`config.mk`:
```
export PLATFORM = sky130hd
export DESIGN_NAME = reset_teardown_seq
export DESIGN_NICKNAME = d
export VERILOG_FILES = /design/src/rtl/reset_teardown_seq.sv
export SDC_FILE = /design/constraint.sdc
export NUM_CORES = 1
export LEC_CHECK = 0
export ABC_CLOCK_PERIOD_IN_PS = 5200
export CAP_MARGIN = 20
export CORE_MARGIN = 3
export CORE_UTILIZATION = 50
export DETAILED_ROUTE_END_ITERATION = 10
export GPL_ROUTABILITY_DRIVEN = 0
export MAX_ROUTING_LAYER = met4
export PLACE_DENSITY = 0.73
export SYNTH_ARGS = -nofsm -noshare
export SYNTH_HDL_FRONTEND = slang
export SYNTH_SLANG_ARGS = --single-unit
```
`constraint.sdc`:
```
create_clock -name iCLK -period 5.2 [get_ports iCLK]
set_input_delay 1.04 -clock iCLK [delete_from_list [all_inputs] [get_ports iCLK]]
set_output_delay 1.04 -clock iCLK [all_outputs]
set_load 0.05 [all_outputs]
```
`src/rtl/reset_teardown_seq.sv`:
```
// Run-time soft-reset sequencer: drains and asserts the staged domain resets
// in order 2,1,0, holds them all, then releases them in order 0,1,2.
module reset_teardown_seq #(
    parameter int CNT_W   = 24,
    parameter int TIMEOUT = 1024,
    parameter int GAP     = 16,
    parameter int HOLD    = 256
) (
    input  logic       iCLK,
    input  logic       iRST,
    input  logic       iREQ,
    input  logic [2:0] iQUIET,
    output logic       oRST_0,
    output logic       oRST_1,
    output logic       oRST_2,
    output logic [2:0] oDRAIN,
    output logic [2:0] oTO_FLAG,
    output logic       oBUSY,
    output logic       oDONE,
    output logic [3:0] dbg_state
);

    typedef enum logic [3:0] {
        S_IDLE   = 4'd0,
        S_DRAIN2 = 4'd1,
        S_GAP2   = 4'd2,
        S_DRAIN1 = 4'd3,
        S_GAP1   = 4'd4,
        S_DRAIN0 = 4'd5,
        S_GAP0   = 4'd6,
        S_HOLD   = 4'd7,
        S_REL1   = 4'd8,
        S_REL2   = 4'd9
    } state_t;

    localparam logic [CNT_W-1:0] TO_LAST   = CNT_W'(TIMEOUT - 1);
    localparam logic [CNT_W-1:0] GAP_LAST  = CNT_W'(GAP - 1);
    localparam logic [CNT_W-1:0] HOLD_LAST = CNT_W'(HOLD - 1);

    state_t           state_q, state_d;
    logic [CNT_W-1:0] cnt_q, cnt_d;
    logic [2:0]       rst_q, rst_d;
    logic [2:0]       drain_q, drain_d;
    logic [2:0]       to_q, to_d;
    logic             done_q, done_d;

    logic to_end, gap_end, hold_end;

    assign to_end   = (cnt_q == TO_LAST);
    assign gap_end  = (cnt_q == GAP_LAST);
    assign hold_end = (cnt_q == HOLD_LAST);

    always_comb begin
        state_d = state_q;
        rst_d   = rst_q;
        drain_d = drain_q;
        to_d    = to_q;
        done_d  = 1'b0;
        case (state_q)
            S_IDLE: begin
                if (iREQ) begin
                    state_d = S_DRAIN2;
                    drain_d = 3'b100;
                    to_d    = 3'b000;
                end
            end
            // Quiet has priority over a simultaneous timeout, so the flag only
            // records stages that really had to be forced.
            S_DRAIN2: begin
                if (iQUIET[2] || to_end) begin
                    to_d[2]  = to_q[2] | ~iQUIET[2];
                    rst_d[2] = 1'b0;
                    drain_d  = 3'b000;
                    state_d  = S_GAP2;
                end
            end
            S_GAP2: begin
                if (gap_end) begin
                    drain_d = 3'b010;
                    state_d = S_DRAIN1;
                end
            end
            S_DRAIN1: begin
                if (iQUIET[1] || to_end) begin
                    to_d[1]  = to_q[1] | ~iQUIET[1];
                    rst_d[1] = 1'b0;
                    drain_d  = 3'b000;
                    state_d  = S_GAP1;
                end
            end
            S_GAP1: begin
                if (gap_end) begin
                    drain_d = 3'b001;
                    state_d = S_DRAIN0;
                end
            end
            S_DRAIN0: begin
                if (iQUIET[0] || to_end) begin
                    to_d[0]  = to_q[0] | ~iQUIET[0];
                    rst_d[0] = 1'b0;
                    drain_d  = 3'b000;
                    state_d  = S_GAP0;
                end
            end
            S_GAP0: begin
                if (gap_end) state_d = S_HOLD;
            end
            S_HOLD: begin
                if (hold_end) begin
                    rst_d[0] = 1'b1;
                    state_d  = S_REL1;
                end
            end
            S_REL1: begin
                if (gap_end) begin
                    rst_d[1] = 1'b1;
                    state_d  = S_REL2;
                end
            end
            S_REL2: begin
                if (gap_end) begin
                    rst_d[2] = 1'b1;
                    done_d   = 1'b1;
                    state_d  = S_IDLE;
                end
            end
            default: state_d = S_HOLD;
        endcase
    end

    // Every state entry restarts the shared wait counter; IDLE keeps it parked.
    always_comb begin
        cnt_d = cnt_q + 1'b1;
        if (state_d != state_q || state_q == S_IDLE) cnt_d = '0;
    end

    always_ff @(posedge iCLK) begin
        if (iRST) begin
            state_q <= S_HOLD;
            cnt_q   <= '0;
            rst_q   <= 3'b000;
            drain_q <= 3'b000;
            to_q    <= 3'b000;
            done_q  <= 1'b0;
        end else begin
            state_q <= state_d;
            cnt_q   <= cnt_d;
            rst_q   <= rst_d;
            drain_q <= drain_d;
            to_q    <= to_d;
            done_q  <= done_d;
        end
    end

    assign oRST_0    = rst_q[0];
    assign oRST_1    = rst_q[1];
    assign oRST_2    = rst_q[2];
    assign oDRAIN    = drain_q;
    assign oTO_FLAG  = to_q;
    assign oDONE     = done_q;
    assign oBUSY     = (state_q != S_IDLE);
    assign dbg_state = state_q;

endmodule
```
==> impl_metrics.yaml, run 1 <==
yosys:
  synth_top_family_by_area: "simple AND/OR/NAND/NOR gates"
  post_synthesis_sequential_element_count: 38
  synth_edf_count: 0
  muxShareOfSynthArea_pct: 1.01
  synth-seq-area-share_pct: 36.1
  asyncSetResetFlopFracSynth_pct: 0
  share_of_the_synthesized_area_in_compound_gates_ao_oa_aoi_oai_pct: 12.4
  post_synth_instance_area_mm2: 0.00211
  largest_area_contributor_in_the_synthesized_netlist: "dfxtp_1"
  synth_area_in_simple_gates_pct: 35.5
  yosys.cell_count.top_type: "dfxtp_1"
  synthTopCellsByArea: "dfxtp_1 36%, nor2_2 5.9%, xnor2_1 5.8%"
  synthDistinctLibCells: 51
  synth_cells: 241
  xor_xnor_cell_area_share_of_the_yosys_netlist_pct: 9.13
  yosysTopAreaCellShare_pct: 36.1
  synth_fp_nets: 248
  mean_syn_cell_area_um2: 8.75
  synth.yosys.warnings: 0
  post_synth_fa_ha_maj_area_fraction_pct: 0.593
  dominantRegCellSynth: "dfxtp_1"
  synth_common_cells: "38 x dfxtp_1, 20 x nor2_1, 20 x nor2_2"
global_routing:
  grt_pass1_wl_mm: 7.54
  globalRoute.totalOverflow: 0
  first_global_vias: 1653
  globalRouteTotalUtil_pct: 19.1
  grt_start_max_net_pins: 25
  antenna_found_initial: 0
drt:
  vias_per_cell: 5.65
  detailedRoute.firstPassIterationCount: 4
  routed-via-count: 1722
  drc_errors: 0
  dr.first_iter.drc_count: 85
  drt.antenna.violating_nets: 0
  postRouteWirelength_mm: 4.28
  avgRoutedWirePerCell_um: 14.0
sta:
  worst_slew_pin_slew_ps: 699
  setup_tns_ps: 0
  hold_viol: 0
  max_freq_mhz: 309
  timing.hold.ws_ps: 462
  setup_ws_ps: 1960
  timing_max_transition_violations_final: 0
  final.setup_skew_ps: 4.80
  fin_crit_ps: 3240
  finalCritPeriodShare_pct: 62.3
  final-setup-viol-count: 0
  max-slew-margin-rel_pct: 53.4
  unrepaired_setup_endpoints_after_global_routing: "no"
cells_and_area:
  num_antenna_cells: 0
  areaGrowthSynthToFinish_pct: 12.7
  nNetsFinal: 265
  fillers: 356
  final_design_area_no_fill_mm2: 0.00238
  final_core_util_pct: 61.7
  layout_cell_share_with_drive_strength_beyond_1_pct: 15.6
  stdcell_count: 305
critical_path:
  worstSetupEndpointType: "primary output"
  cp_data_required_time_ps: 4160
  worstSetupPathType: "flip-flop to primary output"
  timing.critical_path.fanout_max: 21
  worst-endpoint-arrival_ps: 2200
  worst_setup_path_start_kind: "flip-flop"
cts:
  numCtsBuffers: 5
  clock_tree_from_tritoncts: "done"
  cts.htree.levels: 2
  post_cts_resized: 0
  cts.path.max_buffers: 2
  post-cts-setup-buffer-count: 0
  cts_root_buf: "clkbuf_8"
  clock_pin_slew_reported_for_the_worst_setup_and_hold_paths_after_clock_tree_synthesis_ps: 70
  clock-sinks: 38
  insertion_delay_ps: 280
  hold_buffers: 0
placement:
  dpl.cell_count: 299
  placement.cell_area_mm2: 0.00229
  numPortBuffers: 20
  dp_slack_ps: 2040
  detailedPlacementHpwl_mm: 3.19
floorplanning:
  die_height_um: 71.0
  dieArea_mm2: 0.00503
  ioPinCount: 21
  floorplan.rows: 22
  design.core.area_mm2: 0.00385
  fp.dieW_um: 71.0
  starting_density_of_the_core_pct: 54.7
power_and_ir_drop:
  power_uw: 506
  powerDensity_mw_per_mm2: 213
  leak_nw: 0.772
  worst_ir_drop_vdd_v: 0.000188
run:
  number_of_maximum_capacitance_constraint_violations: 0
status:
  status: "finished, final reports clean"
min_path:
  hold_path.class: "flip-flop to flip-flop"
worst max-delay path, cell delays in order (launching register included):
cell and delay [ps]:
dfxtp_1 770, nor2_1 220, nand2_1 120, clkdlybuf4s50_1 800
flip-flops by register name (all words and copies together), names as in the netlist:
name       count
oTO_FLAG       3
dbg_state      4
oDRAIN         3
cnt_q         24
oDONE          1
rst_q          3
final cells by class:
class                      instances  area (um^2)  area share, %
multi-input combinational        183         1240           52.0
sequential                        38          761           32.0
timing repair buffer              20          200           8.42
clock buffer                       6         82.6           3.47
tap                               48         60.1           2.53
inverter                          10         37.5           1.58
report_power, final:
| part | total [mW] | switching, mW | internal (mW) |
|---|---|---|---|
| logic | 0.0178 | 0.0101 | 0.00764 |
| clock network | 0.193 | 0.0914 | 0.102 |
| registers | 0.295 | 0.00204 | 0.293 |
layout by cell type, fill, tap and decap left out, types with 2 or more instances in the layout:
cell type and count:
nor4_4 2, nor3_1 11, nand4_1 7, a31oi_1 4, nor4_1 4, a21oi_1 7, and3_1 5, nor2b_1 2
clkdlybuf4s50_1 20, nand3_1 14, nor2_1 20, dfxtp_1 38, nand4_2 2, nor2_2 20, xnor2_1 14, o21ai_1 2
clkbuf_8 6, or4_1 2, and2_1 2, nand2_1 17, inv_1 10, and4_1 3, nand2b_1 5, xor2_1 8
or3_1 3, o21a_1 2, o211ai_1 4
logic make-up after synthesis:
| family | count (synthesis) |
|---|---|
| compound gates | 33 |
| flops | 38 |
| fa+ha+maj | 1 |
| xor+xnor | 22 |
| mux | 2 |
| simple gates | 125 |
| buf+inv | 20 |
metal layers:
| metal | up-vias | wire [um] | part of all wire, % | track usage (%) |
|---|---|---|---|---|
| met3 | 8 | 151 | 3.5 | 4.69 |
| met5 | - | 0 | 0 | - |
| met4 | 0 | 70 | 1.6 | 5.22 |
| met1 | 799 | 2140 | 50 | 26.0 |
| met2 | 27 | 1910 | 45 | 28.2 |
| li1 | 888 | - | - | - |
path summary, 6_finish.rpt:
kind                            start                       end  slack, ps  cells past startpoint
max reg2reg   dbg_state[2]$_SDFF_PP1_       cnt_q[1]$_SDFF_PP0_       2750                      6
max           dbg_state[0]$_SDFF_PP1_                     oBUSY       1960                      3
min          oTO_FLAG[0]$_SDFFE_PP0P_  oTO_FLAG[0]$_SDFFE_PP0P_        460                      2
min reg2reg  oTO_FLAG[0]$_SDFFE_PP0P_  oTO_FLAG[0]$_SDFFE_PP0P_        460                      2
No activity file was read; power rests on OpenSTA's default activity.
==> run 2: changes to the inputs <==
--- a/config.mk
+++ b/config.mk
@@ -5,14 +5,14 @@
 export SDC_FILE = /design/constraint.sdc
 export NUM_CORES = 1
 export LEC_CHECK = 0
-export ABC_CLOCK_PERIOD_IN_PS = 5200
+export ABC_CLOCK_PERIOD_IN_PS = 2800
 export CAP_MARGIN = 20
 export CORE_MARGIN = 3
 export CORE_UTILIZATION = 50
 export DETAILED_ROUTE_END_ITERATION = 10
 export GPL_ROUTABILITY_DRIVEN = 0
 export MAX_ROUTING_LAYER = met4
-export PLACE_DENSITY = 0.73
+export PLACE_DENSITY = 0.76
 export SYNTH_ARGS = -nofsm -noshare
 export SYNTH_HDL_FRONTEND = slang
 export SYNTH_SLANG_ARGS = --single-unit
==> constraint.sdc (replaced) <==
create_clock -name iCLK -period 2.8 [get_ports iCLK]
set_input_delay 0.56 -clock iCLK [delete_from_list [all_inputs] [get_ports iCLK]]
set_output_delay 0.56 -clock iCLK [all_outputs]
set_load 0.05 [all_outputs]
==> run 2 against run 1 <==
  * Register-to-register slack got worse by 2200 ps
  * Clock power grew 130%
  * Critical path depth unchanged
  * Sequential cell count unchanged
  * Hold slack better by 1.2 ps
  * Worst setup slack got worse by 1600 ps
  * Clock-buffer cell count grew 2
  * Non-clock buffer count rose by 6
  * Via count rose by 4.1%
  * Critical path type unchanged
==> impl_metrics.yaml, run 2 (synthesized netlist as in run 1, its figures left out) <==
cts:
  post_cts_resized: 0
  clock-sinks: 38
  clock_tree_from_tritoncts: "done"
  hold_buffers: 0
  cts_root_buf: "clkbuf_8"
  insertion_delay_ps: 290
  post-cts-setup-buffer-count: 0
  cts.path.max_buffers: 2
  cts.htree.levels: 2
  numCtsBuffers: 5
  clock_pin_slew_reported_for_the_worst_setup_and_hold_paths_after_clock_tree_synthesis_ps: 70
run:
  number_of_maximum_capacitance_constraint_violations: 0
sta:
  timing.hold.ws_ps: 463
  fin_crit_ps: 2450
  setup_tns_ps: 0
  max-slew-margin-rel_pct: 64.9
  hold_viol: 0
  worst_slew_pin_slew_ps: 525
  unrepaired_setup_endpoints_after_global_routing: "no"
  max_freq_mhz: 409
  setup_ws_ps: 353
  timing_max_transition_violations_final: 0
  finalCritPeriodShare_pct: 87.4
  final-setup-viol-count: 0
  final.setup_skew_ps: 5.58
critical_path:
  worst-endpoint-arrival_ps: 1890
  ff2ff_setup_slack_ps: 600
  timing.critical_path.fanout_max: 9
  worstSetupEndpointType: "primary output"
  cp_data_required_time_ps: 2240
  worstSetupPathType: "flip-flop to primary output"
  worst_setup_path_start_kind: "flip-flop"
cells_and_area:
  fillers: 358
  largest_register_ff_count: 24
  layout_cell_share_with_drive_strength_beyond_1_pct: 18.1
  final_cell_mix: "38 x dfxtp_1, 20 x nor2_1, 20 x nor2_2, 20 x clkdlybuf4s50_1, 17 x nand2_1"
  num_antenna_cells: 0
  final_design_area_no_fill_mm2: 0.00245
  areaGrowthSynthToFinish_pct: 16.1
  mostFrequentLayoutCell: "dfxtp_1"
  max_flop_register: "cnt_q"
  nNetsFinal: 271
power_and_ir_drop:
  power_mw: 1.02
  leak_nw: 0.814
  powerDensity_mw_per_mm2: 416
  worst_ir_drop_vdd_v: 0.000356
floorplanning:
  die_height_um: 71.0
  starting_density_of_the_core_pct: 54.7
  fp.dieW_um: 71.0
  ioPinCount: 21
  design.core.area_mm2: 0.00385
  dieArea_mm2: 0.00503
  floorplan.rows: 22
drt:
  routed-via-count: 1792
  dr.first_iter.drc_count: 184
  drc_errors: 0
  detailedRoute.firstPassIterationCount: 4
  vias_per_cell: 5.73
  avgRoutedWirePerCell_um: 14.7
  drt.antenna.violating_nets: 0
  postRouteWirelength_mm: 4.60
global_routing:
  grt_start_max_net_pins: 21
  globalRoute.totalOverflow: 0
  first_global_vias: 1666
  grt_pass1_wl_mm: 7.84
  globalRouteTotalUtil_pct: 20.0
  antenna_found_initial: 0
status:
  status: "finished, final reports clean"
placement:
  dp_slack_ps: 412
  numPortBuffers: 20
  placement.cell_area_mm2: 0.00234
  detailedPlacementHpwl_mm: 3.49
min_path:
  hold_path.class: "flip-flop to flip-flop"
[run 2: cell type report]
type                            count  area (um^2)  area share [%]
Clock buffer                        8          110            4.49
Inverter                           10         37.5            1.53
Multi-Input combinational cell    183         1240            50.5
Sequential cell                    38          761            31.1
Tap cell                           48         60.1            2.45
Timing Repair Buffer               26          245            10.0
[run 2: worst max-delay path, cell delays in order (launching register included)]
cell and delay, ps:
dfxtp_1 390, nor2_1 380, nand2_1 90, clkdlybuf4s50_1 720
[run 2: path summary, 6_finish.rpt]
check / startpoint / to / depth (start not counted)
setup reg to reg: cnt_q[0]$_SDFF_PP0_ / cnt_q[16]$_SDFF_PP0_ / 7
hold / removal: rst_q[0]$_SDFFE_PP0P_ / rst_q[0]$_SDFFE_PP0P_ / 2
hold reg to reg: rst_q[0]$_SDFFE_PP0P_ / rst_q[0]$_SDFFE_PP0P_ / 2
setup / recovery: dbg_state[2]$_SDFF_PP1_ / oBUSY / 3
[run 2: per-layer routing]
| metal | part of all wire (%) | global-route usage (%) | vias up | wire, um |
|---|---|---|---|---|
| met5 | 0 | - | - | 0 |
| met4 | 1.6 | 8.14 | 0 | 73 |
| met3 | 4.7 | 3.41 | 10 | 215 |
| met2 | 45 | 29.0 | 43 | 2080 |
| met1 | 48 | 27.4 | 837 | 2230 |
| li1 | - | - | 902 | - |
[run 2: power breakdown]
group	total, mW	leakage (nW)	internal [mW]	switching (mW)
logic	0.0367	0.450	0.0162	0.0205
clock network	0.435	0.0575	0.248	0.186
registers	0.548	0.307	0.544	0.00402
total	1.02	0.814	0.809	0.211
[run 2: metrics by stage]
stage,std cells,util [%]
global route,313,63.6
finish,313,63.6
detailed placement,305,60.7
CTS,313,63.6
global placement,305,60.7
floorplan,241,-
==> variant, RTL diff (config.mk and constraints of run 2) <==
Register the output `dbg_state` once more, cleared by the reset; this adds one clock of latency there. The other outputs are not delayed to match.
--- a/src/rtl/reset_teardown_seq.sv
+++ b/src/rtl/reset_teardown_seq.sv
@@ -159,6 +159,12 @@
     assign oTO_FLAG  = to_q;
     assign oDONE     = done_q;
     assign oBUSY     = (state_q != S_IDLE);
-    assign dbg_state = state_q;
+    always_ff @(posedge iCLK) begin
+        if (iRST) begin
+            dbg_state <= '0;
+        end else begin
+            dbg_state <= state_q;
+        end
+    end
 
 endmodule
Function: changed (Yosys sat finds a counterexample within 4 cycles, from zero or initial values and one cycle with iRST high).
==> variant against run 2 <==
Worst hold slack gained 0.0036 ns; setup slack lost 0.073 ns; synthesized area grew 7.4%; sequential cell count grew 4; cell area grew 8.8%; highest routed layer unchanged; clock skew grew 0.0066 ns; routed wire length grew 7.7%.
Power is not compared: it rests on default switching activity, and its combinational part moved more than twofold at a synthesized area within 25%.
==> variant: results (changes against run 2) <==
Outcome:
- The flow ran to the end, and the final reports show no timing, DRC or antenna violations.

Route:
- The sum of routed wire length over all layers was 4.95 mm (+7.7%).
- The via count came to 1873 (+4.5%).
- The number of DRC markers after the initial detailed-route iteration was 106 (-42%).
- The post-detailed-route DRC marker count is 0 (unchanged).

Hold path:
- The startpoint identified for the worst hold timing path is rst_q[0].
- The class of the tightest hold or removal check is reg2reg.

Logic synthesis:
- After synthesis, the cell types taking the most area are dfxtp_1 37%, a211oi_2 10%, xnor2_1 5.0%.
- The synthesized net count is 251 (+1.2%).
- The count of mapped cells out of synthesis was 244 (+1.2%).
- After synthesis, the most frequently instantiated cells are 42 x dfxtp_1, 19 x a211oi_2, 18 x nand2_1, 17 x nor2_1, 17 x nor3_1.
- The warning count from the yosys run is 0 (unchanged).
- The area share of the largest cell type after synthesis was 37.1% (+1.0 points).
- The async set-or-reset flop fraction in the synthesized netlist is 0% (unchanged).
- The post-synthesis cell type count is 46 (-9.8%).
- The portion of the post-synthesis area used by sequential elements is 37.1% (+1.0 points).

Floorplan:
- The die width is 73.3 um (+3.3%).

Place:
- The HPWL after detailed placement was 3.47 mm (-0.52%).
- The cell area reported after detailed placement was 2530 sq um (+8.0%).
- The setup slack after placement was 0.216 ns (-0.196 ns).
- The post-placement cell count is 306 (+0.33%).

GRT:
- The global router's overall resource usage was 20.6% (+0.68 points).
- The initial antenna violation count is 0 (unchanged).
- The number of global-route vias before repair came to 1720 (+3.2%).
- The total congestion overflow is 0 (unchanged).
- The wire length of the first global-routing pass is 8.36 mm (+6.7%).
- The maximum number of pins on one net before global-route repair is 25 (+19%).

Critical path:
- The number of cells on the worst reg-to-reg path was 8 (+1).
- The critical path ends at oBUSY.
- The reg-to-reg endpoint is cnt_q[16].
- The critical-path maximum fanout came to 15 (+6).
- The worst register-to-register path begins at cnt_q[0].
- The register-to-register path setup slack came to 0.39 ns (-0.21 ns).
- The launching instance or port of the critical path is state_q[2].

Finish:
- The number of inserted filler cells in the final layout is 351 (-2.0%).
- The total number of nets in the final design is 270 (-0.37%).
- The non-filler instance count after layout is 314 (+0.32%).
- The largest registers in the layout are cnt_q x24, dbg_state x4, state_q x4.
- The layout cell share with drive strength beyond 1 is 18.2% (+0.069 points).

Clocking:
- Clock-pin slew was measured on the worst setup and hold paths at about 0.080 ns.
- The worst-skew pair later-pin latency came to 0.31 ns (+0.02 ns).
- The setup fix buffers added after clock tree synthesis is 0 (unchanged).

Timing:
- The slew of the pin with the lowest slew margin is 0.559 ns (+0.0343 ns).
- The post-layout worst setup margin is 0.280 ns (-0.0727 ns).
- The worst clock skew is 0.0122 ns (+0.00657 ns).
[variant: cell types whose count changed after synthesis, sizes merged, moves of 4 or more]
cell	before	now
clkbuf	4	8
nand2b	5	1
nor3	12	18
o211ai	4	0
nor2	40	17
a211oi	2	25
dfxtp	38	42
[variant: stage by stage]
stage	util, %	hold slack, ns
after floorplan	-	0.442
after global placement	60.6	0.440
after detailed placement	60.6	0.453
after CTS	63.9	0.465
after global routing	63.9	0.486
final	63.9	0.467
[variant: cells by family after synthesis]
group	synth area share (%)
compound gates	20.4
simple gates	26.6
fa+ha+maj	0.552
buf+inv	6.02
xor+xnor	8.50
flops	37.1
mux	0.884
[variant: critical path: stages (launching register included)]
cell and delay [ns]:
dfxtp_1 0.67, nor4_1 0.12, inv_1 0.08, clkdlybuf4s50_1 0.79
[variant: layer usage]
layer	wire (um)	GRT usage (%)	up-vias
li1	-	-	936
met1	2360	27.7	873
met2	2250	30.9	57
met3	267	4.51	7
met4	74	6.64	0
met5	0	-	-
[variant: cell type report]
cell class | count | area (sq um) | area share [%]
inverter | 9 | 33.8 | 1.27
timing repair buffer | 28 | 298 | 11.2
clock inverter | 3 | 68.8 | 2.58
sequential | 42 | 841 | 31.5
multi-input combinational | 177 | 1290 | 48.5
tap | 50 | 62.6 | 2.35
clock buffer | 5 | 68.8 | 2.58
[variant: report_power, final]
group / total (mW) / leakage, nW / switching [mW] / internal, mW
registers: 0.622 / 0.340 / 0.0107 / 0.611
clock network: 0.581 / 0.0683 / 0.224 / 0.357
logic: 0.153 / 0.509 / 0.0941 / 0.0593
